==> src/rtl/wb_arbiter_pkg.sv <==
// Shared types for the Wishbone round-robin arbiter: FSM encoding and the
// bus control signal group.
package wb_arbiter_pkg;

  typedef enum logic {
    IDLE = 1'b0,
    BUSY = 1'b1
  } state_t;

  // Control signal group driven towards the slave.
  typedef struct packed {
    logic cyc;
    logic stb;
    logic we;
  } wb_ctrl_t;

  // Width of a master index; never below one bit.
  function automatic int idx_width(input int n);
    return (n < 2) ? 1 : $clog2(n);
  endfunction

endpackage

==> src/rtl/wb_arbiter_rr_select.sv <==
// Combinational round-robin picker: first requester after `last`, wrapping
// modulo N. Returns both a one-hot vector and the winning index.
module rr_select
  import wb_arbiter_pkg::*;
#(
  parameter  int N  = 2,
  localparam int IW = idx_width(N)
) (
  input  logic [N-1:0]  req,
  input  logic [IW-1:0] last,
  output logic [N-1:0]  onehot,
  output logic [IW-1:0] idx
);

  int   pos;
  logic found;

  always_comb begin
    // NOTE: every output gets a default before the loop, so no path through
    // the block leaves a value held over -- otherwise a latch is inferred.
    onehot = '0;
    idx    = '0;
    found  = 1'b0;
    pos    = 0;
    for (int k = 1; k <= N; k++) begin
      pos = (int'(last) + k) % N;
      if (!found && req[IW'(pos)]) begin
        found              = 1'b1;
        onehot[IW'(pos)]   = 1'b1;
        idx                = IW'(pos);
      end
    end
  end

endmodule

==> src/rtl/wb_arbiter.sv <==
// Wishbone N-master to 1-slave round-robin arbiter with registered grant.
// Define WB_ARBITER_TIMEOUT_EN to abort slave stalls after TIMEOUT cycles.
module wb_arbiter
  import wb_arbiter_pkg::*;
#(
  parameter  int MASTERS    = 2,
  parameter  int ADDR_WIDTH = 8,
  parameter  int DATA_WIDTH = 16,
  parameter  int TIMEOUT    = 255,
  localparam int IW         = idx_width(MASTERS)
) (
  input  logic                         clk,
  input  logic                         rst_n,
  input  logic [MASTERS-1:0]           m_cyc,
  input  logic [MASTERS-1:0]           m_stb,
  input  logic [MASTERS-1:0]           m_we,
  input  logic [ADDR_WIDTH*MASTERS-1:0] m_addr,
  input  logic [DATA_WIDTH*MASTERS-1:0] m_data_write,
  output logic [MASTERS-1:0]           m_ack,
  output logic [MASTERS-1:0]           m_err,
  output logic [DATA_WIDTH-1:0]        m_data_read,
  output logic                         s_cyc,
  output logic                         s_stb,
  output logic                         s_we,
  output logic [ADDR_WIDTH-1:0]        s_addr,
  output logic [DATA_WIDTH-1:0]        s_data_write,
  input  logic                         s_ack,
  input  logic                         s_err,
  input  logic [DATA_WIDTH-1:0]        s_data_read,
  output logic [MASTERS-1:0]           grant
);

  state_t               state, state_next;
  logic [MASTERS-1:0]   grant_next;
  logic [IW-1:0]        last_grant, last_next;
  logic [MASTERS-1:0]   sel_onehot;
  logic [IW-1:0]        sel_idx;
  logic                 gnt_cyc, gnt_stb, gnt_we;
  logic                 timeout_fire;
  wb_ctrl_t             s_ctrl;

  rr_select #(.N(MASTERS)) u_rr_select (
    .req    (m_cyc),
    .last   (last_grant),
    .onehot (sel_onehot),
    .idx    (sel_idx)
  );

  always_ff @(posedge clk) begin
    // NOTE: non-blocking assignments so every register samples the values
    // from before the edge, independent of statement order.
    if (!rst_n) begin
      state      <= IDLE;
      grant      <= '0;
      last_grant <= IW'(MASTERS - 1);
    end else begin
      state      <= state_next;
      grant      <= grant_next;
      last_grant <= last_next;
    end
  end

  always_comb begin
    state_next = state;
    grant_next = grant;
    last_next  = last_grant;
    case (state)
      IDLE: begin
        if (|m_cyc) begin
          state_next = BUSY;
          grant_next = sel_onehot;
          last_next  = sel_idx;
        end
      end
      BUSY: begin
        // Grant is never preempted; only the owner releasing cyc ends it.
        if (!gnt_cyc) begin
          state_next = IDLE;
          grant_next = '0;
        end
      end
      default: begin
        state_next = IDLE;
        grant_next = '0;
      end
    endcase
  end

  // Grant is all-zero in IDLE, so this AND-OR mux also parks the slave side.
  assign gnt_cyc = |(grant & m_cyc);
  assign gnt_stb = |(grant & m_stb);
  assign gnt_we  = |(grant & m_we);

  always_comb begin
    s_addr       = '0;
    s_data_write = '0;
    for (int i = 0; i < MASTERS; i++) begin
      if (grant[i]) begin
        s_addr       = s_addr       | m_addr[i*ADDR_WIDTH +: ADDR_WIDTH];
        s_data_write = s_data_write | m_data_write[i*DATA_WIDTH +: DATA_WIDTH];
      end
    end
  end

`ifdef WB_ARBITER_TIMEOUT_EN
  localparam int TW = $clog2(TIMEOUT + 1);
  logic [TW-1:0] stall_cnt;
  logic          stall;

  assign stall        = (state == BUSY) && gnt_stb && !s_ack && !s_err;
  assign timeout_fire = stall && (stall_cnt == TW'(TIMEOUT - 1));

  always_ff @(posedge clk) begin
    if (!rst_n) begin
      stall_cnt <= '0;
    end else if (state != BUSY || !gnt_cyc || timeout_fire || s_ack || s_err) begin
      stall_cnt <= '0;
    end else if (stall) begin
      stall_cnt <= stall_cnt + TW'(1);
    end
  end
`else
  logic unused_timeout;
  assign unused_timeout = (TIMEOUT != 0);
  assign timeout_fire   = 1'b0;
`endif

  // The abort cycle hides the strobe from the slave and reports an error.
  assign s_ctrl = '{cyc: gnt_cyc, stb: gnt_stb & ~timeout_fire, we: gnt_we};
  assign s_cyc  = s_ctrl.cyc;
  assign s_stb  = s_ctrl.stb;
  assign s_we   = s_ctrl.we;

  assign m_ack       = grant & {MASTERS{s_ack & ~timeout_fire}};
  assign m_err       = grant & {MASTERS{s_err | timeout_fire}};
  assign m_data_read = s_data_read;

endmodule
==> config.mk <==
export PLATFORM = sky130hd
export DESIGN_NAME = wb_arbiter
export DESIGN_NICKNAME = d
export VERILOG_FILES = /design/src/rtl/wb_arbiter_pkg.sv /design/src/rtl/wb_arbiter_rr_select.sv /design/src/rtl/wb_arbiter.sv
export SDC_FILE = /design/constraint.sdc
export NUM_CORES = 1
export LEC_CHECK = 0
export ABC_AREA = 0
export BUFFER_PORTS_ARGS = -buffer_cell sky130_fd_sc_hd__buf_2
export CORE_MARGIN = 5
export CORE_UTILIZATION = 21
export CTS_CLUSTER_DIAMETER = 30
export DETAILED_ROUTE_END_ITERATION = 6
export PLACE_DENSITY = 0.81
export SLEW_MARGIN = 15
export SYNTH_ARGS = -nofsm -noshare
export SYNTH_HDL_FRONTEND = slang
export SYNTH_SLANG_ARGS = --single-unit
==> constraint.sdc <==
create_clock -name clk -period 1 [get_ports clk]
set_input_delay 0.2 -clock clk [delete_from_list [all_inputs] [get_ports clk]]
set_output_delay 0.2 -clock clk [all_outputs]
set_load 0.01 [all_outputs]
==> impl_metrics.ini, run 1 <==
[run_status]
outcome = complete, but fails checks
violations = setup timing

[global_route]
grt_pass1_vias = 518
grtUsageTotal_pct = 9.09
grt_max_degree = 24
grt_pass1_wl_um = 2380
grt-ovfl-total = 0
antenna_found_initial = 0

[drt]
vias_per_cell = 3.76
drt_first_pass_iters = 2
drcViolationCount = 0
postRouteAntennaNets = 0
drt_wl_total_um = 1810
drt_iter0_drc = 1
wl_per_cell_um = 12.6
vias = 541

[clocking]
cts_buffers = 3
hold_buffers = 0
clock_path_buffers = 2
clock-sinks = 3
clk_latency_ns = 0.23
cts-root-buf = clkbuf_4
clkTransAtPathRegs_ns = 0.04
h-tree-depth = 1
cts_tree = yes

[floorplan]
core_area_um2 = 2170
dieHeight_um = 57.4
initial_utilization_pct = 21.7
die_x_um = 57.4
io_pins = 123
num_rows = 17
fp.dieArea_um2 = 3290

[sta]
max_freq_mhz = 831
hold_viol_final = 0
rsz0062_at_grt = true
skew_ns = 0.00221
drv_slew = 0
finalCriticalPeriod_ns = 1.20
fin_ws_ns = -0.203
setup_viol = 30
fin_crit_sh_pct = 120

[setup_path]
rrSetupSlack_ns = 0.05
critical_path_required_ns = 0.80
start_kind = register
crit_fanout = 9
crit_type = register to output pin
cp.arrival_ns = 1.00
endpoint = s_data_write[5]
reg2reg_depth = 4
path_cells = clkbuf_16 > and2_1 > buf_2
endpoint_kind = output pin
crit_start = grant[0]
slowest_delay_ns = 0.35
timing.rr.end = state
crit-reg2reg-launch = grant[0]
critPathSlowestCell = dfxtp_4

[final_layout]
fillerInstances = 227
diodes = 0
drive_gt1_share_pct = 72.4
utilization_pct = 40.9
nets = 191
syn2layout_area_growth_pct = 88.1
stdcell_area_um2 = 887

[pwr]
power_density_nw_per_um2 = 787
peakVddDrop_mv = 0.636
leakagePower_nw = 0.512

[place]
place_area_um2 = 689
place_congestion = 0.643
pre_cts_ws_ns = 0.00199
port_buffers = 61
dp_hpwl_um = 1360

[yosys]
synth_cell_types = 17
yosysWarnings = 0
syn_area_um2 = 472
syn_inst = 67
avgSynthCellArea_um2 = 7.04
synth-seq-cells = 3
synth_seq_area_share_pct = 12.7

[hold_path]
worstHoldPathType = input port to register

[job]
cap_violations = 0
==> state kept, by name, indices dropped and copies added, names as in the netlist <==
signal,cells
last_grant,1
state,1
grant,1
==> worst max-delay path: cells and delay by family, from the launching register on <==
kind / cells / cell delay (ns)
simple gates: 1 / 0.13
buf+inv: 2 / 0.29
flops: 1 / 0.35
==> layout by cell type (no fill, tap or decap), drive strengths merged <==
cell and n:
nor3 1, a21oi 1, nand2 1, conb 3, o21ai 2, a21boi 1
buf 64, inv 1, nand3 2, nand4 2, o211a 1, and2 29
dfxtp 3, clkbuf 5
==> cells in the mapped netlist <==
library cell / number / share of area [%]
dfxtp_1: 3 / 13
o211a_1: 1 / 2.1
clkbuf_2: 2 / 2.1
nand4_1: 2 / 2.7
and2_1: 28 / 37
a21boi_0: 1 / 1.6
buf_4: 19 / 30
and2_2: 1 / 1.6
nand2_1: 1 / 0.79
o21ai_1: 1 / 1.1
buf_2: 1 / 1.1
a21oi_1: 1 / 1.1
inv_1: 1 / 0.79
conb_1: 1 / 0.79
nand3_1: 2 / 2.1
nor3_1: 1 / 1.1
o21ai_0: 1 / 1.1
==> layer usage <==
metal / vias to the layer above / share of wire [%] / track usage [%]
met4: 0 / 0.66 / 3.97
met5: - / 0 / 0
met3: 4 / 11 / 4.98
met2: 35 / 57 / 17.1
met1: 215 / 31 / 7.71
li1: 287 / - / -
==> through the flow <==
stage	power (W)	TNS, ns	cells	hold slack [ns]
after floorplan	0.000331	0	69	0.280
after global routing	0.000756	-6.32	144	0.219
after detailed placement	0.000397	0	138	0.400
after global placement	0.000394	0	138	0.400
final	0.000698	-5.16	144	0.214
after CTS	0.000628	-4.87	142	0.202
==> repair_timing <==
action / in CTS / in global routing
gates cloned: 0 / 1
setup endpoints to repair: 30 / 30
pin swaps: 0 / 1
gates resized for setup: 8 / 27
setup buffers: 0 / 1
==> how the worst min path moves through the flow <==
stage,depth (start not counted),endpoint,start,slack [ns]
2_1_floorplan,1,last_grant,rst_n,0.28
3_3_place_gp,0,m_data_read[11],s_data_read[11],0.40
3_5_place_dp,0,m_data_read[11],s_data_read[11],0.40
4_1_cts,2,last_grant,rst_n,0.20
5_1_grt,2,last_grant,rst_n,0.22
6_report,2,last_grant,rst_n,0.21
==> kinds of logic after synthesis <==
family | after synthesis | share of synthesized area (%)
simple gates | 35 | 45.4
compound gates | 5 | 6.89
other cells | 1 | 0.795
buf+inv | 23 | 34.2
flops | 3 | 12.7
==> cell type report <==
type	instances	area, µm²	area share (%)
repair buffers	65	463	52.2
multi-input cells	43	295	33.3
flip-flops and latches	3	63.8	7.19
well taps	28	35.0	3.95
clock buffers	4	26.3	2.96
inverters	1	3.75	0.423
==> report_power, final <==
group	internal, W	leakage, nW	switching (W)
registers	0.000132	0.0256	0.0000114
clock network	0.000149	0.0150	0.0000564
logic	0.000210	0.472	0.000139
total	0.000491	0.512	0.000207
No activity file was read; power rests on OpenSTA's default activity.
==> inputs of run 2 (changes only) <==
==> constraint.sdc (replaced) <==
create_clock -name clk -period 1 [get_ports clk]
set_input_delay 0.1 -clock clk [delete_from_list [all_inputs] [get_ports clk]]
set_output_delay 0.1 -clock clk [all_outputs]
set_load 0.01 [all_outputs]
==> run 2 against run 1 <==
Net effect:
- the run still ends with setup timing left
- die area unchanged
- wire length down 5.8%
- critical endpoint unchanged
- non-clock buffer count down 1
- global-route usage unchanged
- register-to-register slack better by 0.03 ns
==> impl_metrics.ini, run 2 (same netlist as run 1, synthesis figures left out) <==
[run_status]
outcome = complete, but fails checks
violations = setup timing

[sta]
hold_viol_final = 0
rsz0062_at_grt = true
fin_ws_ns = -0.101
fin_crit_sh_pct = 110
max_freq_mhz = 908
finalCriticalPeriod_ns = 1.10
skew_ns = 0.00198
drv_slew = 0
setup_viol = 29

[pwr]
seqPwrFrac_pct = 21.3
intPower_w = 0.000474
p_comb_share_pct = 48.3
clock_power_share_pct = 30.4
peakVddDrop_mv = 0.613
p_total_w = 0.000672
switching_share_pct = 29.3
power.switching_w = 0.000197
leakagePower_nw = 0.500
power_density_nw_per_um2 = 788

[clocking]
clk_latency_ns = 0.23
clkTransAtPathRegs_ns = 0.03
cts_buffers = 3
clock-sinks = 3
h-tree-depth = 1
clock_path_buffers = 2
cts_tree = yes
cts-root-buf = clkbuf_4

[setup_path]
start_kind = register
endpoint_kind = output pin
path_cells = clkbuf_16 > and2_1 > buf_2
critical_path_required_ns = 0.90
crit_buf_inv = 2
slowest_delay_ns = 0.35
cp.arrival_ns = 1.00
critPathSlowestCell = dfxtp_4
crit_type = register to output pin
rrSetupSlack_ns = 0.08
crit_fanout = 11
crit_family = flip-flops

[floorplan]
initial_utilization_pct = 21.7
dieHeight_um = 57.4
fp.dieArea_um2 = 3290
core_area_um2 = 2170
io_pins = 123
die_x_um = 57.4
num_rows = 17

[final_layout]
nets = 190
diodes = 0
fillerInstances = 226
mostFrequentLayoutCell = buf_2
final_cell_mix = buf_2 (49), and2_1 (17), buf_6 (13), and2_4 (12)
drive_gt1_share_pct = 69.6
reg_top3 = grant x1, last_grant x1, state x1
syn2layout_area_growth_pct = 80.6

[drt]
vias = 533
postRouteAntennaNets = 0
vias_per_cell = 3.73
drt_iter0_drc = 1
drt_first_pass_iters = 2
drt_wl_total_um = 1710
wl_per_cell_um = 12.0
drcViolationCount = 0

[place]
port_buffers = 61
dp_hpwl_um = 1360
place_congestion = 0.643
pre_cts_ws_ns = 0.102

[global_route]
grt-ovfl-total = 0
grt_pass1_wl_um = 2380
grtUsageTotal_pct = 9.09
grt_pass1_vias = 518
antenna_found_initial = 0
grt_max_degree = 24

[hold_path]
worstHoldPathType = input port to register

[job]
cap_violations = 0
-- run 2: cell types whose count changed in the layout (fill, tap and decap cells not counted) --
cell,before,now
o21ai_0,0,1
buf_6,16,13
and2_4,14,12
buf_4,1,0
a21boi_0,0,1
o21ai_2,1,0
a21boi_1,1,0
and2_1,15,17
buf_2,46,49
-- run 2: path summary, 6_finish.rpt --
check        depth (start not counted)        from              end
max                                  3    grant[0]  s_data_write[5]
min                                  2       rst_n       last_grant
min reg2reg                          2  last_grant         grant[0]
max reg2reg                          3    grant[0]            state
-- run 2: through the flow --
stage	area, µm²	cells	hold WS (ns)	setup TNS (ns)	utilization [%]
floorplan	479	69	0.180	0	-
global placement	689	138	0.200	0	31.8
detailed placement	689	138	0.200	0	31.8
CTS	746	142	0.102	-1.91	34.4
global route	852	143	0.119	-3.33	39.3
finish	852	143	0.113	-2.15	39.3
-- run 2: power by group through the flow --
| stage | combinational (W) | clock (W) | sequential, W |
|---|---|---|---|
| floorplan | 0.000188 | 0 | 0.000143 |
| global placement | 0.000253 | 0 | 0.000142 |
| detailed placement | 0.000255 | 0 | 0.000142 |
| CTS | 0.000272 | 0.000215 | 0.000141 |
| global route | 0.000355 | 0.000231 | 0.000145 |
| finish | 0.000325 | 0.000204 | 0.000143 |
-- run 2: routing by layer --
layer / GRT usage [%] / wire [µm]
met1: 7.71 / 530
met2: 17.1 / 957
met3: 4.98 / 209
met4: 3.97 / 12
met5: 0 / 0
-- run 2: repair_timing --
action                     in CTS  in global routing
cloned                          0                  1
buffers inserted                0                  0
setup endpoints to repair      29                 30
hold buffers                    0                  0
resized for setup               8                 19
-- run 2: cell type report --
type / instances / area (µm²) / area share (%)
timing repair buffer: 64 / 437 / 51.2
multi-input combinational: 43 / 287 / 33.6
sequential: 3 / 63.8 / 7.49
tap: 28 / 35.0 / 4.11
clock buffer: 4 / 26.3 / 3.08
inverter: 1 / 3.75 / 0.441
==> inputs of run 3 (changes only) <==
--- a/config.mk
+++ b/config.mk
@@ -6,12 +6,12 @@
 export NUM_CORES = 1
 export LEC_CHECK = 0
 export ABC_AREA = 0
-export BUFFER_PORTS_ARGS = -buffer_cell sky130_fd_sc_hd__buf_2
-export CORE_MARGIN = 5
-export CORE_UTILIZATION = 21
+export CORE_AREA = 2 2 48 50
 export CTS_CLUSTER_DIAMETER = 30
 export DETAILED_ROUTE_END_ITERATION = 6
-export PLACE_DENSITY = 0.81
+export DIE_AREA = 0 0 50 52
+export DONT_BUFFER_PORTS = 1
+export GPL_TIMING_DRIVEN = 0
 export SLEW_MARGIN = 15
 export SYNTH_ARGS = -nofsm -noshare
 export SYNTH_HDL_FRONTEND = slang
==> run 3 against run 2 <==
Net effect:
- the flow still finishes with violations (setup timing)
- clock skew decreased by 0.0015 ns
- sequential power rose by 4%
- cell area down 21%
- global-route usage increased by 0.30 points
- sequential share of layout area grew 2.0 points
==> impl_metrics.ini, run 3 (same netlist as run 1, synthesis figures left out) <==
[final_layout]
drive_gt1_share_pct = 75.0
fillerInstances = 232
multi_input_area_um2 = 329
reg_top3 = grant x1, last_grant x1, state x1
syn2layout_area_growth_pct = 42.2
seqCellArea_um2 = 63.8
final_cells = 104
mostFrequentLayoutCell = and2_4
diodes = 0
final_cell_mix = and2_4 (29), buf_4 (20), conb_1 (3), clkbuf_4 (3)
stdcell_area_um2 = 671
nets = 151

[setup_path]
crit_buf_inv = 1
endpoint_kind = output pin
crit_fanout = 10
start_kind = register
critPathSlowestCell = dfxtp_4
reg2reg_depth = 4
cp.arrival_ns = 0.94
critical_path_required_ns = 0.90
crit_type = register to output pin
crit_family = flip-flops
slowest_delay_ns = 0.42
path_cells = buf_8 > and2_4
timing.rr.end = grant[0]
rrSetupSlack_ns = 0.12
crit-reg2reg-launch = grant[0]

[clocking]
h-tree-depth = 1
clock-sinks = 3
clock_path_buffers = 2
cts_buffers = 3
clkTransAtPathRegs_ns = 0.04
cts-root-buf = clkbuf_4
clk_latency_ns = 0.23
cts_tree = yes

[place]
place_area_um2 = 514
place_congestion = 0.616
dp.cells = 97
port_buffers = 0
pre_cts_ws_ns = -0.0411
dp_hpwl_um = 1240

[drt]
vias = 455
drt_iter0_drc = 3
vias_per_cell = 4.38
drcViolationCount = 0
postRouteAntennaNets = 0
wl_per_cell_um = 14.3
drt_wl_total_um = 1490
drt_first_pass_iters = 4

[sta]
hold_ws_ns = 0.0317
skew_ns = 0.000454
max_freq_mhz = 957
fin_ws_ns = -0.0445
finalCriticalPeriod_ns = 1.04
fin_crit_sh_pct = 104
setup_viol = 29
rsz0062_at_grt = true
hold_viol_final = 0
drv_slew = 0

[pwr]
peakVddDrop_mv = 0.550
leakagePower_nw = 0.338
power_density_nw_per_um2 = 964

[job]
cap_violations = 0

[run_status]
violations = setup timing
outcome = complete, but fails checks

[floorplan]
die_x_um = 50
fp.dieArea_um2 = 2600
initial_utilization_pct = 22.4
num_rows = 17
io_pins = 123
core_area_um2 = 2110
dieHeight_um = 52

[global_route]
grt_pass1_vias = 358
grt_max_degree = 11
grt_pass1_wl_um = 1820
grtUsageTotal_pct = 9.38
antenna_found_initial = 0
grt-ovfl-total = 0

[hold_path]
hold_end = state
worstHoldStart = rst_n
worstHoldPathType = input port to register
holdPathStages = 1
==> run 3: cell types whose count changed in the layout (fill, tap and decap cells not counted) <==
cell and delta:
and2_1 -17, clkbuf_16 -1, buf_12 -1, buf_2 -49
buf_4 +20, buf_8 +2, buf_6 -11, and2_4 +17
dlygate4sd3_1 +1
==> run 3: power breakdown <==
group / total [W] / internal [W] / leakage, nW / switching (W)
combinational: 0.000288 / 0.000165 / 0.297 / 0.000123
sequential: 0.000149 / 0.000132 / 0.0256 / 0.0000171
clock: 0.000210 / 0.000149 / 0.0150 / 0.0000607
total: 0.000647 / 0.000446 / 0.338 / 0.000200
==> run 3: metrics by stage <==
stage | power (W) | setup TNS [ns] | util (%)
2_1_floorplan | 0.000331 | 0 | -
3_3_place_gp | 0.000354 | -0.667 | 24.4
3_5_place_dp | 0.000356 | -0.652 | 24.4
4_1_cts | 0.000632 | -1.92 | 30.0
5_1_grt | 0.000687 | -2.32 | 31.8
6_report | 0.000647 | -0.969 | 31.8
==> run 3: how the worst max path moves through the flow <==
stage                     startpoint               end  slack, ns  cells past startpoint
after floorplan             grant[0]         s_addr[2]       0.14                      2
after global routing        grant[0]   s_data_write[6]       -0.1                      2
after detailed placement    grant[0]   s_data_write[9]      -0.04                      2
final                       grant[0]  s_data_write[13]      -0.04                      2
after CTS                   grant[0]   s_data_write[6]      -0.08                      2
after global placement      grant[0]              s_we      -0.04                      2
==> run 3: per-layer routing <==
layer,global-route usage [%],part of all wire (%),vias up,routed length (µm)
li1,-,-,204,-
met1,9.33,31,202,460
met2,16.0,55,49,816
met3,6.90,14,0,212
met4,1.39,0,0,0
met5,0,0,-,0
==> run 3: timing repair <==
item	in CTS	in global routing
buffers inserted	0	1
hold endpoints to repair	1	0
setup endpoints to repair	29	29
resized for setup	30	11
hold buffers	1	0
cloned	0	1
==> run 3: layout make-up <==
class,instances,area share [%]
buffer,22,27.4
sequential,3,9.51
clock buffer,4,3.92
multi-input combinational,43,49.1
tap,28,5.22
timing repair buffer,3,4.29
inverter,1,0.560
